`src/rtl/nic_pkg.sv`:
```
// Shared NIC register map, status bit helper and host-controller state encoding.
package nic_pkg;

  localparam int NIC_PACKET_WIDTH = 64;

  localparam logic [1:0] NIC_IN_BUF   = 2'b00;
  localparam logic [1:0] NIC_IN_STAT  = 2'b01;
  localparam logic [1:0] NIC_OUT_BUF  = 2'b10;
  localparam logic [1:0] NIC_OUT_STAT = 2'b11;

  // The NIC reports buffer full/empty in the top bit of the read word.
  function automatic int nic_status_bit(input int width);
    return width - 1;
  endfunction

  localparam int NIC_STATUS_BIT = nic_status_bit(NIC_PACKET_WIDTH);

  typedef enum logic [2:0] {
    ST_IN_STAT  = 3'd0,
    ST_IN_CHK   = 3'd1,
    ST_IN_RD    = 3'd2,
    ST_IN_CAP   = 3'd3,
    ST_OUT_SEL  = 3'd4,
    ST_OUT_STAT = 3'd5,
    ST_OUT_CHK  = 3'd6,
    ST_OUT_WR   = 3'd7
  } ctrl_state_t;

endpackage

```
`src/rtl/nic_host_ctrl_rr_arbiter.sv`:
```
// Combinational round-robin arbiter: first asserted request at or after ptr, wrapping.
module rr_arbiter #(
  parameter int NUM_REQ = 4,
  parameter int IDX_W   = $clog2(NUM_REQ)
) (
  input  logic [NUM_REQ-1:0] req,
  input  logic [IDX_W-1:0]   ptr,
  output logic [NUM_REQ-1:0] gnt,
  output logic [IDX_W-1:0]   idx,
  output logic               any
);

  logic [IDX_W-1:0] cand;

  // NUM_REQ is a power of two, so the IDX_W-bit add wraps for free.
  always_comb begin
    gnt  = '0;
    idx  = '0;
    any  = 1'b0;
    cand = '0;
    for (int i = 0; i < NUM_REQ; i++) begin
      cand = ptr + IDX_W'(i);
      if (!any && req[cand]) begin
        any       = 1'b1;
        idx       = cand;
        gnt[cand] = 1'b1;
      end
    end
  end

endmodule

```
`src/rtl/nic_host_ctrl.sv`:
```
// CPU-side NIC sequencer: alternates rx polling/drain with arbitrated tx writes.
//  state    | meaning
//  IN_STAT  | read in-buf status
//  IN_CHK   | in-buf full and rx register free -> read it
//  IN_RD    | read in-buf data
//  IN_CAP   | capture packet into rx register
//  OUT_SEL  | keep locked grant or lock round-robin winner
//  OUT_STAT | read out-buf status
//  OUT_CHK  | out-buf empty -> write, else retry next loop
//  OUT_WR   | write granted packet, pulse req_ready, unlock
module nic_host_ctrl
  import nic_pkg::*;
#(
  parameter int PACKET_WIDTH = NIC_PACKET_WIDTH,
  parameter int NUM_REQ      = 4,
  parameter int REQ_IDX_W    = $clog2(NUM_REQ)
) (
  input  logic                            clk,
  input  logic                            reset,
  input  logic [NUM_REQ-1:0]              req_valid,
  input  logic [NUM_REQ*PACKET_WIDTH-1:0] req_data,
  output logic [NUM_REQ-1:0]              req_ready,
  output logic                            rx_valid,
  output logic [PACKET_WIDTH-1:0]         rx_data,
  input  logic                            rx_ready,
  output logic [1:0]                      addr,
  output logic [PACKET_WIDTH-1:0]         d_in,
  output logic                            nicEn,
  output logic                            nicEnWR,
  input  logic [PACKET_WIDTH-1:0]         d_out,
  output logic [REQ_IDX_W-1:0]            grant_id
);

  localparam int SB = nic_status_bit(PACKET_WIDTH);

  ctrl_state_t state_q, state_d;

  logic                    locked_q;
  logic [REQ_IDX_W-1:0]    grant_q;
  logic [NUM_REQ-1:0]      grant_oh_q;
  logic [REQ_IDX_W-1:0]    rr_ptr_q;
  logic                    rx_valid_q;
  logic [PACKET_WIDTH-1:0] rx_data_q;

  logic [NUM_REQ-1:0]      arb_gnt;
  logic [REQ_IDX_W-1:0]    arb_idx;
  logic                    arb_any;
  logic                    grant_live;
  logic                    wr_ok;

  rr_arbiter #(.NUM_REQ(NUM_REQ), .IDX_W(REQ_IDX_W)) u_arb (
    .req (req_valid),
    .ptr (rr_ptr_q),
    .gnt (arb_gnt),
    .idx (arb_idx),
    .any (arb_any)
  );

  // A requester that drops valid while locked forfeits its slot.
  assign grant_live = |(req_valid & grant_oh_q);
  assign wr_ok      = (state_q == ST_OUT_WR) && locked_q && grant_live;

  always_ff @(posedge clk) begin
    if (reset) state_q <= ST_IN_STAT;
    else       state_q <= state_d;
  end

  always_comb begin
    state_d = ST_IN_STAT;
    case (state_q)
      ST_IN_STAT:  state_d = ST_IN_CHK;
      ST_IN_CHK:   state_d = (d_out[SB] && !rx_valid_q) ? ST_IN_RD : ST_OUT_SEL;
      ST_IN_RD:    state_d = ST_IN_CAP;
      ST_IN_CAP:   state_d = ST_OUT_SEL;
      ST_OUT_SEL: begin
        if (locked_q) state_d = grant_live ? ST_OUT_STAT : ST_IN_STAT;
        else          state_d = arb_any ? ST_OUT_STAT : ST_IN_STAT;
      end
      ST_OUT_STAT: state_d = ST_OUT_CHK;
      ST_OUT_CHK:  state_d = d_out[SB] ? ST_IN_STAT : ST_OUT_WR;
      ST_OUT_WR:   state_d = ST_IN_STAT;
      default:     state_d = ST_IN_STAT;
    endcase
  end

  always_comb begin
    addr      = NIC_IN_BUF;
    d_in      = '0;
    nicEn     = 1'b0;
    nicEnWR   = 1'b0;
    req_ready = '0;
    if (!reset) begin
      case (state_q)
        ST_IN_STAT: begin
          addr  = NIC_IN_STAT;
          nicEn = 1'b1;
        end
        ST_IN_RD: begin
          addr  = NIC_IN_BUF;
          nicEn = 1'b1;
        end
        ST_OUT_STAT: begin
          addr  = NIC_OUT_STAT;
          nicEn = 1'b1;
        end
        ST_OUT_WR: begin
          if (wr_ok) begin
            addr      = NIC_OUT_BUF;
            nicEn     = 1'b1;
            nicEnWR   = 1'b1;
            d_in      = req_data[grant_q*PACKET_WIDTH +: PACKET_WIDTH];
            req_ready = grant_oh_q;
          end
        end
        default: ;
      endcase
    end
  end

  always_ff @(posedge clk) begin
    if (reset) begin
      locked_q   <= 1'b0;
      grant_q    <= '0;
      grant_oh_q <= '0;
      rr_ptr_q   <= '0;
      rx_valid_q <= 1'b0;
      rx_data_q  <= '0;
    end else begin
      if (state_q == ST_OUT_SEL) begin
        if (locked_q && !grant_live) begin
          locked_q <= 1'b0;
        end else if (!locked_q && arb_any) begin
          locked_q   <= 1'b1;
          grant_q    <= arb_idx;
          grant_oh_q <= arb_gnt;
        end
      end else if (state_q == ST_OUT_WR) begin
        locked_q <= 1'b0;
        if (wr_ok) rr_ptr_q <= grant_q + REQ_IDX_W'(1);
      end

      if (state_q == ST_IN_CAP) begin
        rx_valid_q <= 1'b1;
        rx_data_q  <= d_out;
      end else if (rx_valid_q && rx_ready) begin
        rx_valid_q <= 1'b0;
      end
    end
  end

  assign rx_valid = rx_valid_q;
  assign rx_data  = rx_data_q;
  assign grant_id = grant_q;

endmodule

```
`config.mk`:
```
export PLATFORM = sky130hd
export DESIGN_NAME = nic_host_ctrl
export DESIGN_NICKNAME = d
export VERILOG_FILES = /design/src/rtl/nic_pkg.sv /design/src/rtl/nic_host_ctrl_rr_arbiter.sv /design/src/rtl/nic_host_ctrl.sv
export SDC_FILE = /design/constraint.sdc
export NUM_CORES = 1
export LEC_CHECK = 0
export CAP_MARGIN = 10
export CORE_AREA = 3 3 181 183
export CTS_CLUSTER_SIZE = 24
export DETAILED_ROUTE_END_ITERATION = 10
export DIE_AREA = 0 0 184 186
export GPL_TIMING_DRIVEN = 0
export PLACE_DENSITY = 0.49
export SETUP_SLACK_MARGIN = 0.5
export SLEW_MARGIN = 20
export SYNTH_ARGS = -nofsm -noshare
export SYNTH_HDL_FRONTEND = slang
export SYNTH_SLANG_ARGS = --single-unit
```
`constraint.sdc`:
```
create_clock -name clk -period 8.3 [get_ports clk]
set_clock_uncertainty 0.15 [all_clocks]
set_input_delay 0.83 -clock clk [delete_from_list [all_inputs] [get_ports clk]]
set_output_delay 0.83 -clock clk [all_outputs]
set_load 0.01 [all_outputs]
```
==> results of run 1 <==
[cells in the final DEF, fill, tap and decap left out, types with 9 or more instances in the layout]
cell type        count
a21oi_1             72
nand2_1            132
clkbuf_1            48
and3_1              68
clkdlybuf4s50_1    463
buf_2               10
dfxtp_1             77
nor2_1              16
clkbuf_16            9
mux4_2              67
[cells in the mapped netlist, drive strengths merged]
master,instances
a2111oi,1
a211o,1
a211oi,2
a21boi,1
a21o,7
a21oi,73
a221oi,3
a22oi,2
a311oi,4
and3,68
and4,1
buf,15
clkbuf,48
dfxtp,77
ha,8
inv,8
mux2,2
mux2i,3
mux4,67
nand2,132
nand2b,2
nand3,2
nand3b,3
nand4,2
nor2,16
nor2b,4
nor3,4
nor3b,7
o2111a,1
o211ai,2
o21ai,7
o21bai,1
o22ai,4
or2,1
or3,1
or3b,3
or4,1
or4b,1
xnor2,1
xor2,1
[final cells by class]
cell class                      instances  share of cell area
Tap cell                              402              0.0465
Inverter                                8             0.00277
Clock buffer                           11              0.0224
Sequential cell                        77               0.142
Timing Repair Buffer                  463               0.428
Clock inverter                          5             0.00543
Antenna cell                            2            0.000462
Multi-Input combinational cell        439               0.327
Buffer                                 63              0.0252
[how the worst min path moves through the flow]
| stage | start | to | cells past startpoint | slack [ps] |
|---|---|---|---|---|
| after global routing | rx_data[4] | rx_data[4] | 2 | 320 |
| after global placement | rx_data[63] | rx_data[63] | 2 | 290 |
| after detailed placement | rx_data[55] | rx_data[55] | 2 | 300 |
| after CTS | rx_data[23] | rx_data[23] | 2 | 300 |
| after floorplan | rx_data[0] | rx_data[0] | 2 | 330 |
| final | rx_data[33] | rx_data[33] | 2 | 300 |
[worst register-to-register path, delay by kind of cell (launching register included)]
| kind | cells | cell delay [ps] |
|---|---|---|
| AO/OA/AOI/OAI | 3 | 890 |
| buffers and inverters | 3 | 680 |
| flip-flops | 1 | 480 |
| AND/OR/NAND/NOR | 1 | 380 |
| adder cells (fa/ha/maj) | 1 | 360 |
[metal layers]
metal  wire length [um]  vias up  global-route usage
li1                   -     3106                   -
met1              13000     3139               0.218
met2              15200      276               0.297
met3               2940       44              0.0651
met4                476       22              0.0342
met5                140        -                   0
[registers in the layout, summed over array words and instances, names as in the netlist]
register,count
locked_q,1
state_q,3
grant_id,2
rx_valid,1
rr_ptr_q,2
rx_data,64
grant_oh_q,4
[logic make-up after synthesis]
family / Yosys count / share of synthesized area
xor+xnor: 2 / 0.00326
simple gates: 248 / 0.224
mux: 72 / 0.290
flops: 77 / 0.287
compound gates: 109 / 0.121
buf+inv: 71 / 0.0563
fa+ha+maj: 8 / 0.0186
[where the power goes]
part / switching [mW] / internal [mW]
clock: 0.164 / 0.242
sequential: 0.00526 / 0.379
combinational: 0.0908 / 0.197
==> impl_metrics.tcl, run 1 <==
set metrics [dict create \
    status "completed" \
    ir_drop_uv 72.6 \
    p_per_area_nw_per_um2 99.5 \
    worst_slew_pin_slew_ps 1010 \
    cts_htree_levels 3 \
    tns_ps 0 \
    yosysSeqAreaShare 0.287 \
    finalCritPeriodShare 0.605 \
    r2r_start "rr_ptr_q[0]" \
    syn_area_um2 5380 \
    power.leakage_nw 3.79 \
    dpl_cell_area_um2 10500 \
    holdBufCountCts 0 \
    dieArea_um2 34200 \
    grt_remaining_overflow 0 \
    end_kind "output pin" \
    yosys-top-cells-area "dfxtp_1 (29%), mux4_2 (28%), nand2_1 (9.2%)" \
    synth_nets 922 \
    yosysTopAreaCellShare 0.287 \
    syn-instance-count 587 \
    crit_fanout 10 \
    cp.depth 7 \
    clock_latency_ps 340 \
    place_ws_ps 3270 \
    drt_iter0_drc 317 \
    nNetsFinal 1396 \
    critPathKind "primary input to output pin" \
    design_area_um2 10800 \
    grt_pass1_wl_mm 44.4 \
    clk_path_buf_depth 2 \
    hpwl_mm 26.9 \
    clock-sinks 77 \
    arrival_ps 4040 \
    avgSynthCellArea_um2 9.16 \
    route.detailed.drc 0 \
    start_util 0.171 \
    rrSetupSlack_ps 5270 \
    post_cts_resized 0 \
    cts_setup_buffers 0 \
    core_um2 31400 \
    final_cell_count_no_fill 1470 \
    period_needed_ps 5020 \
    finalSetupViolCount 0 \
    max_cap_viol_count 0 \
    min_path_type "flop to flop" \
    ant_nets 0 \
    routed_via_density 4.48 \
    dp_cells 1452 \
    maxSlewViolCount 0 \
    io_buffers 463 \
    cts.clk_slew.worst_paths_ps 60 \
    critPathBufInv 4 \
    gp_congestion 0.953 \
    ys_seq_elements 77 \
    grt_max_degree 14 \
    first_global_vias 6680 \
    drive_gt1_frac 0.0976 \
    crit_end "d_in[1]" \
    yosysWarnings 0 \
    drt_wl_total_mm 31.7 \
    vias 6587 \
    setup_ws_ps 3280 \
    root_buffer "clkbuf_16" \
    crit_family "buffers and inverters" \
    crit_path_max_incr_delay_ps 670 \
    firstDrtPassIters 4 \
    setup.worst_path.start "req_valid[2]" \
    finalPower_mw 1.08 \
    cts_tree "done" \
    start_kind "primary input" \
    multi_input_area_um2 3530 \
    rsz0062_at_grt "no" \
    nFillCells 3253 \
    seqCellArea_um2 1540 \
    rows 65 \
    hold_viol_final 0 \
    wire_per_inst_um 21.6 \
    die_w_um 184 \
    finish.utilization 0.345 \
    timing.hold.ws_ps 303 \
    cp_slowest_cell "a21oi_2" \
    yosys.area.top_type "dfxtp_1" \
    cts_made_buffers 9 \
    max_freq_mhz 199 \
    crit_chain "clkdlybuf4s50_1, clkbuf_1, a22oi_1, a21oi_2, clkbuf_1, and3_1, clkdlybuf4s50_1" \
    syn_to_final_growth_pct 101 \
    grt_antenna_before_repair 12 \
    pin_count 466 \
    grt_use_total 0.176 \
    r2r.worst_path.cells 8 \
    critical_path_required_ps 7320 \
    slew_headroom 0.325 \
    ys_types 45 \
    r2r-end "grant_oh_q[2]" \
    die_h_um 186 \
]
(Power assumes the default switching activity.)
==> inputs of run 2 (changes only) <==
Settings changed: CORE_AREA 3 3 181 183 to 3 3 179 181, DIE_AREA 0 0 184 186 to 0 0 182 184, PLACE_DENSITY 0.49 to 0.5.
Clock period 8.3 ns to 4.7 ns, I/O delays scaled along.
==> run 2 against run 1 <==
Combinational power grew 77%. Register-to-register slack worse by 3600 ps. Hold slack barely moved. Global-route usage increased by 0.13 points. First-iteration DRC count grew 0.32%. Sequential cell count stayed put. Via count increased by 0.20%. Critical path depth unchanged. Final area hardly changed. Sequential power is 77% higher. Non-clock buffer count unchanged. Cell count fell by 0.48%. Largest power group unchanged.
==> impl_metrics.tcl, run 2 (synthesis results as in run 1) <==
set metrics [dict create \
    status "completed" \
    ir_drop_uv 160 \
    grt_pass1_wl_mm 44.6 \
    r2r_start "rr_ptr_q[0]" \
    crit_chain "clkdlybuf4s50_1, clkbuf_1, a22oi_1, a21oi_4, clkbuf_1, and3_1, clkdlybuf4s50_1" \
    dp_cells 1446 \
    maxSlewViolCount 0 \
    crit_family "buffers and inverters" \
    cp_slowest_cell "clkdlybuf4s50_1" \
    mostFrequentLayoutCells "clkdlybuf4s50_1 (463), nand2_1 (132), dfxtp_1 (77)" \
    cts_setup_buffers 0 \
    ant_nets 0 \
    grt_use_total 0.178 \
    period_needed_ps 4100 \
    routed_via_density 4.51 \
    syn_to_final_growth_pct 101 \
    clk_path_buf_depth 2 \
    p_switching_uw 471 \
    finalSetupViolCount 0 \
    final_cell_count_no_fill 1463 \
    end_kind "output pin" \
    max_freq_mhz 244 \
    rows 64 \
    io_buffers 463 \
    design_area_um2 10800 \
    r2r-end "grant_oh_q[3]" \
    cp.depth 7 \
    critical_path_required_ps 4080 \
    die_w_um 182 \
    pwr-share-seq 0.356 \
    rsz0062_at_grt "no" \
    cts_htree_levels 3 \
    max_cap_viol_count 0 \
    holdBufCountCts 0 \
    drive_gt1_frac 0.0985 \
    hpwl_mm 26.4 \
    arrival_ps 3480 \
    critPathKind "primary input to output pin" \
    clock-sinks 77 \
    pin_count 466 \
    tns_ps 0 \
    worst_slew_pin_slew_ps 875 \
    crit_fanout 10 \
    gp_congestion 0.919 \
    setup_ws_ps 604 \
    clock_latency_ps 340 \
    wire_per_inst_um 21.4 \
    mostFrequentLayoutCell "clkdlybuf4s50_1" \
    core_um2 30600 \
    start_kind "primary input" \
    grt_remaining_overflow 0 \
    hold_viol_final 0 \
    cts.clk_slew.worst_paths_ps 60 \
    dpl_cell_area_um2 10500 \
    cts_tree "done" \
    min_path_type "flop to flop" \
    slew_headroom 0.415 \
    drt_iter0_drc 318 \
    grt_antenna_before_repair 6 \
    rrSetupSlack_ps 1710 \
    crit_end "d_in[29]" \
    first_global_vias 6610 \
    power.leakage_nw 3.79 \
    start_util 0.176 \
    post_cts_resized 1 \
    finish.utilization 0.354 \
    hold_depth 2 \
    finalCritPeriodShare 0.872 \
    route.detailed.drc 0 \
    critPathBufInv 4 \
    setup.worst_path.start "req_valid[2]" \
    cts_made_buffers 9 \
    grt_max_degree 15 \
    clkPwrFrac 0.377 \
    sw_frac_of_total 0.247 \
    place_ws_ps 395 \
    nNetsFinal 1396 \
    firstDrtPassIters 4 \
    dieArea_um2 33500 \
    crit_path_max_incr_delay_ps 570 \
    r2r.worst_path.cells 8 \
    p_per_area_nw_per_um2 176 \
    die_h_um 184 \
    combPwrFrac 0.267 \
    largest_register_ff_count 64 \
    drt_wl_total_mm 31.3 \
    vias 6600 \
    root_buffer "clkbuf_16" \
    cellInternalPower_mw 1.43 \
]
==> run 2: cell types whose count changed in the layout (fill, tap and decap cells not counted) <==
| cell | change |
|---|---|
| inv_8 | +1 |
| a21oi_4 | +1 |
| clkinv_4 | +1 |
| clkbuf_2 | +1 |
| clkinv_2 | -1 |
| a21oi_2 | -1 |
| clkbuf_1 | -1 |
| inv_6 | -1 |
| clkbuf_8 | -1 |
| diode_2 | -1 |
| clkinvlp_4 | +1 |
==> run 2: area by class of cell <==
type,instances,area (um2)
fillers,3159,19800
repair buffers,463,4630
multi-input cells,439,3540
flip-flops and latches,77,1540
well taps,396,495
plain buffers,63,274
clock buffers,10,229
clock inverters,6,72.6
inverters,8,30.0
diodes,1,2.50
==> run 2: metal layers <==
layer	track usage	wire, um
met2	0.304	15400
met4	0.0308	373
met3	0.0548	2630
met5	0	86
met1	0.224	12800
==> run 2: tightest hold or removal path, delay by kind of cell (launching register included) <==
family / cells / cell delay, ps
AOI/OAI and AO/OA: 1 / 50
and+or+nand+nor: 1 / 50
DFF: 1 / 310
==> run 2: power by group through the flow <==
stage / registers [mW] / logic, mW / clock network [mW]
6_report: 0.678 / 0.509 / 0.718
2_1_floorplan: 0.697 / 0.151 / 0
4_1_cts: 0.678 / 0.513 / 0.750
3_3_place_gp: 0.692 / 0.508 / 0
5_1_grt: 0.680 / 0.543 / 0.777
3_5_place_dp: 0.693 / 0.511 / 0
==> run 2: per-stage QoR <==
step,hold WS (ps),power (mW)
2_1_floorplan,331,0.848
3_3_place_gp,292,1.20
3_5_place_dp,296,1.20
4_1_cts,305,1.94
5_1_grt,324,2.00
6_report,303,1.90
==> run 2: worst min-delay path by stage <==
stage	start	to	slack, ps
after floorplan	rx_data[0]	rx_data[0]	330
after global placement	rx_data[52]	rx_data[52]	290
after detailed placement	rx_data[29]	rx_data[29]	300
after CTS	rx_data[29]	rx_data[29]	300
after global routing	rx_data[8]	rx_data[8]	320
final	rx_data[50]	rx_data[50]	300
==> inputs of run 3 (changes only) <==
Settings changed: GPL_TIMING_DRIVEN 0 to default.
==> run 3 against run 2 <==
Combinational power fell by 3%. Critical endpoint is now d_in[25]. Non-clock buffer count fell by 52. Largest power group unchanged. Via count fell by 3.7%. Critical path depth fell by 1.
==> impl_metrics.tcl, run 3 (synthesis results as in run 1) <==
set metrics [dict create \
    status "completed" \
    firstDrtPassIters 4 \
    cts.clk_slew.worst_paths_ps 60 \
    pin_count 466 \
    drive_gt1_frac 0.101 \
    cp_slowest_cell "clkdlybuf4s50_1" \
    setup_ws_ps 778 \
    tns_ps 0 \
    crit_chain "clkdlybuf4s50_1, a22oi_1, a21oi_4, buf_4, and3_1, clkdlybuf4s50_1" \
    grt_remaining_overflow 0 \
    clkPwrFrac 0.373 \
    io_buffers 465 \
    sw_frac_of_total 0.239 \
    combPwrFrac 0.263 \
    nFillCells 3145 \
    dpl_cell_area_um2 10400 \
    grt_use_total 0.166 \
    crit_fanout 32 \
    finish.utilization 0.350 \
    crit_path_max_incr_delay_ps 730 \
    critPathKind "primary input to output pin" \
    end_kind "output pin" \
    period_needed_ps 3920 \
    drt_iter0_drc 368 \
    largest_register_ff_count 64 \
    p_per_area_nw_per_um2 176 \
    dp_cells 1393 \
    arrival_ps 3300 \
    vias 6354 \
    core_um2 30600 \
    finalCritPeriodShare 0.835 \
    p_switching_uw 450 \
    cpMostUsedCell "clkdlybuf4s50_1" \
    final_cell_count_no_fill 1413 \
    critPathBufInv 3 \
    worst_slew_pin_slew_ps 855 \
    clk_path_buf_depth 2 \
    grt_pass1_wl_mm 41.9 \
    setup.worst_path.start "req_valid[2]" \
    place_ws_ps 608 \
    finalPower_mw 1.88 \
    cts_setup_buffers 0 \
    die_w_um 182 \
    r2r-end "grant_oh_q[2]" \
    ant_nets 0 \
    pwr-share-seq 0.364 \
    finalSetupViolCount 0 \
    crit_end "d_in[25]" \
    crit_family "buffers and inverters" \
    min_path_type "flop to flop" \
    routed_via_density 4.50 \
    hpwl_mm 23.9 \
    grt_max_degree 70 \
    slew_headroom 0.430 \
    rows 64 \
    start_kind "primary input" \
    critical_path_required_ps 4080 \
    cts_htree_levels 3 \
    cts_tree "done" \
    first_global_vias 6341 \
    timing.hold.ws_ps 302 \
    syn_to_final_growth_pct 98.9 \
    dieArea_um2 33500 \
    r2r.worst_path.cells 6 \
    max_freq_mhz 255 \
    rsz0062_at_grt "no" \
    drt_wl_total_mm 29.9 \
    nNetsFinal 1345 \
    ir_drop_uv 113 \
    gp_congestion 0.882 \
    mostFrequentLayoutCells "clkdlybuf4s50_1 (464), nand2_1 (132), dfxtp_1 (75)" \
    hold_viol_final 0 \
    design_area_um2 10700 \
    cellInternalPower_mw 1.43 \
    r2r_start "rr_ptr_q[0]" \
    cts_made_buffers 9 \
    root_buffer "clkbuf_16" \
    route.detailed.drc 0 \
    clock-sinks 77 \
    cp.depth 6 \
    start_util 0.176 \
    die_h_um 184 \
    hp-start "rx_data[39]" \
    rrSetupSlack_ps 1460 \
    power.leakage_nw 3.73 \
    max_cap_viol_count 0 \
    clock_latency_ps 340 \
    grt_antenna_before_repair 13 \
    maxSlewViolCount 0 \
    mostFrequentLayoutCell "clkdlybuf4s50_1" \
    wire_per_inst_um 21.1 \
]
==> run 3: cell types whose count changed in the layout (fill, tap and decap cells not counted), moves of 2 or more <==
cell,previous run,this run
buf_1,2,0
buf_12,0,2
buf_2,10,1
buf_4,0,6
buf_6,3,0
clkbuf_1,47,2
clkbuf_2,2,0
clkbuf_8,0,2
clkinvlp_4,3,0
dfxtp_1,77,75
==> run 3: worst min path at each step <==
| stage | end | slack (ps) | depth (start not counted) |
|---|---|---|---|
| after CTS | rx_data[6] | 300 | 2 |
| final | rx_data[39] | 300 | 2 |
| after detailed placement | rx_data[15] | 300 | 2 |
| after global placement | rx_data[6] | 290 | 2 |
| after floorplan | rx_data[0] | 330 | 2 |
| after global routing | rx_data[39] | 320 | 2 |
==> run 3: layer usage <==
layer  GRT usage  routed length, um  vias up
met5           0                100        -
met4      0.0454                667       16
met3      0.0562               2470       46
met2       0.282              14500      279
met1       0.201              12100     3009
li1            -                  -     3004
==> run 3: area by class of cell <==
type / instances / area [um2] / area share
repair buffers: 474 / 4760 / 0.445
multi-input cells: 440 / 3560 / 0.333
flip-flops and latches: 77 / 1550 / 0.145
well taps: 396 / 495 / 0.0463
clock buffers: 14 / 285 / 0.0267
inverters: 8 / 30.0 / 0.00281
clock inverters: 2 / 13.8 / 0.00129
diodes: 2 / 5.00 / 0.000468
==> run 3: worst reg2reg max path, stage by stage, from the launching register on <==
cell	delay, ps
dfxtp_1	770
inv_1	360
ha_1	610
mux4_2	680
nor3b_1	240
o22ai_1	100
a311oi_1	240
==> run 3: power groups by stage <==
stage,Sequential [mW],Combinational (mW),Clock (mW)
2_1_floorplan,0.697,0.151,0
3_3_place_gp,0.700,0.495,0
3_5_place_dp,0.700,0.496,0
4_1_cts,0.686,0.498,0.731
5_1_grt,0.688,0.527,0.752
6_report,0.686,0.496,0.702
==> run 3: what timing repair did <==
item	4_1_cts	5_1_grt
resized for setup	0	0
setup endpoints to repair	0	32
hold endpoints to repair	0	0
hold buffers	0	0
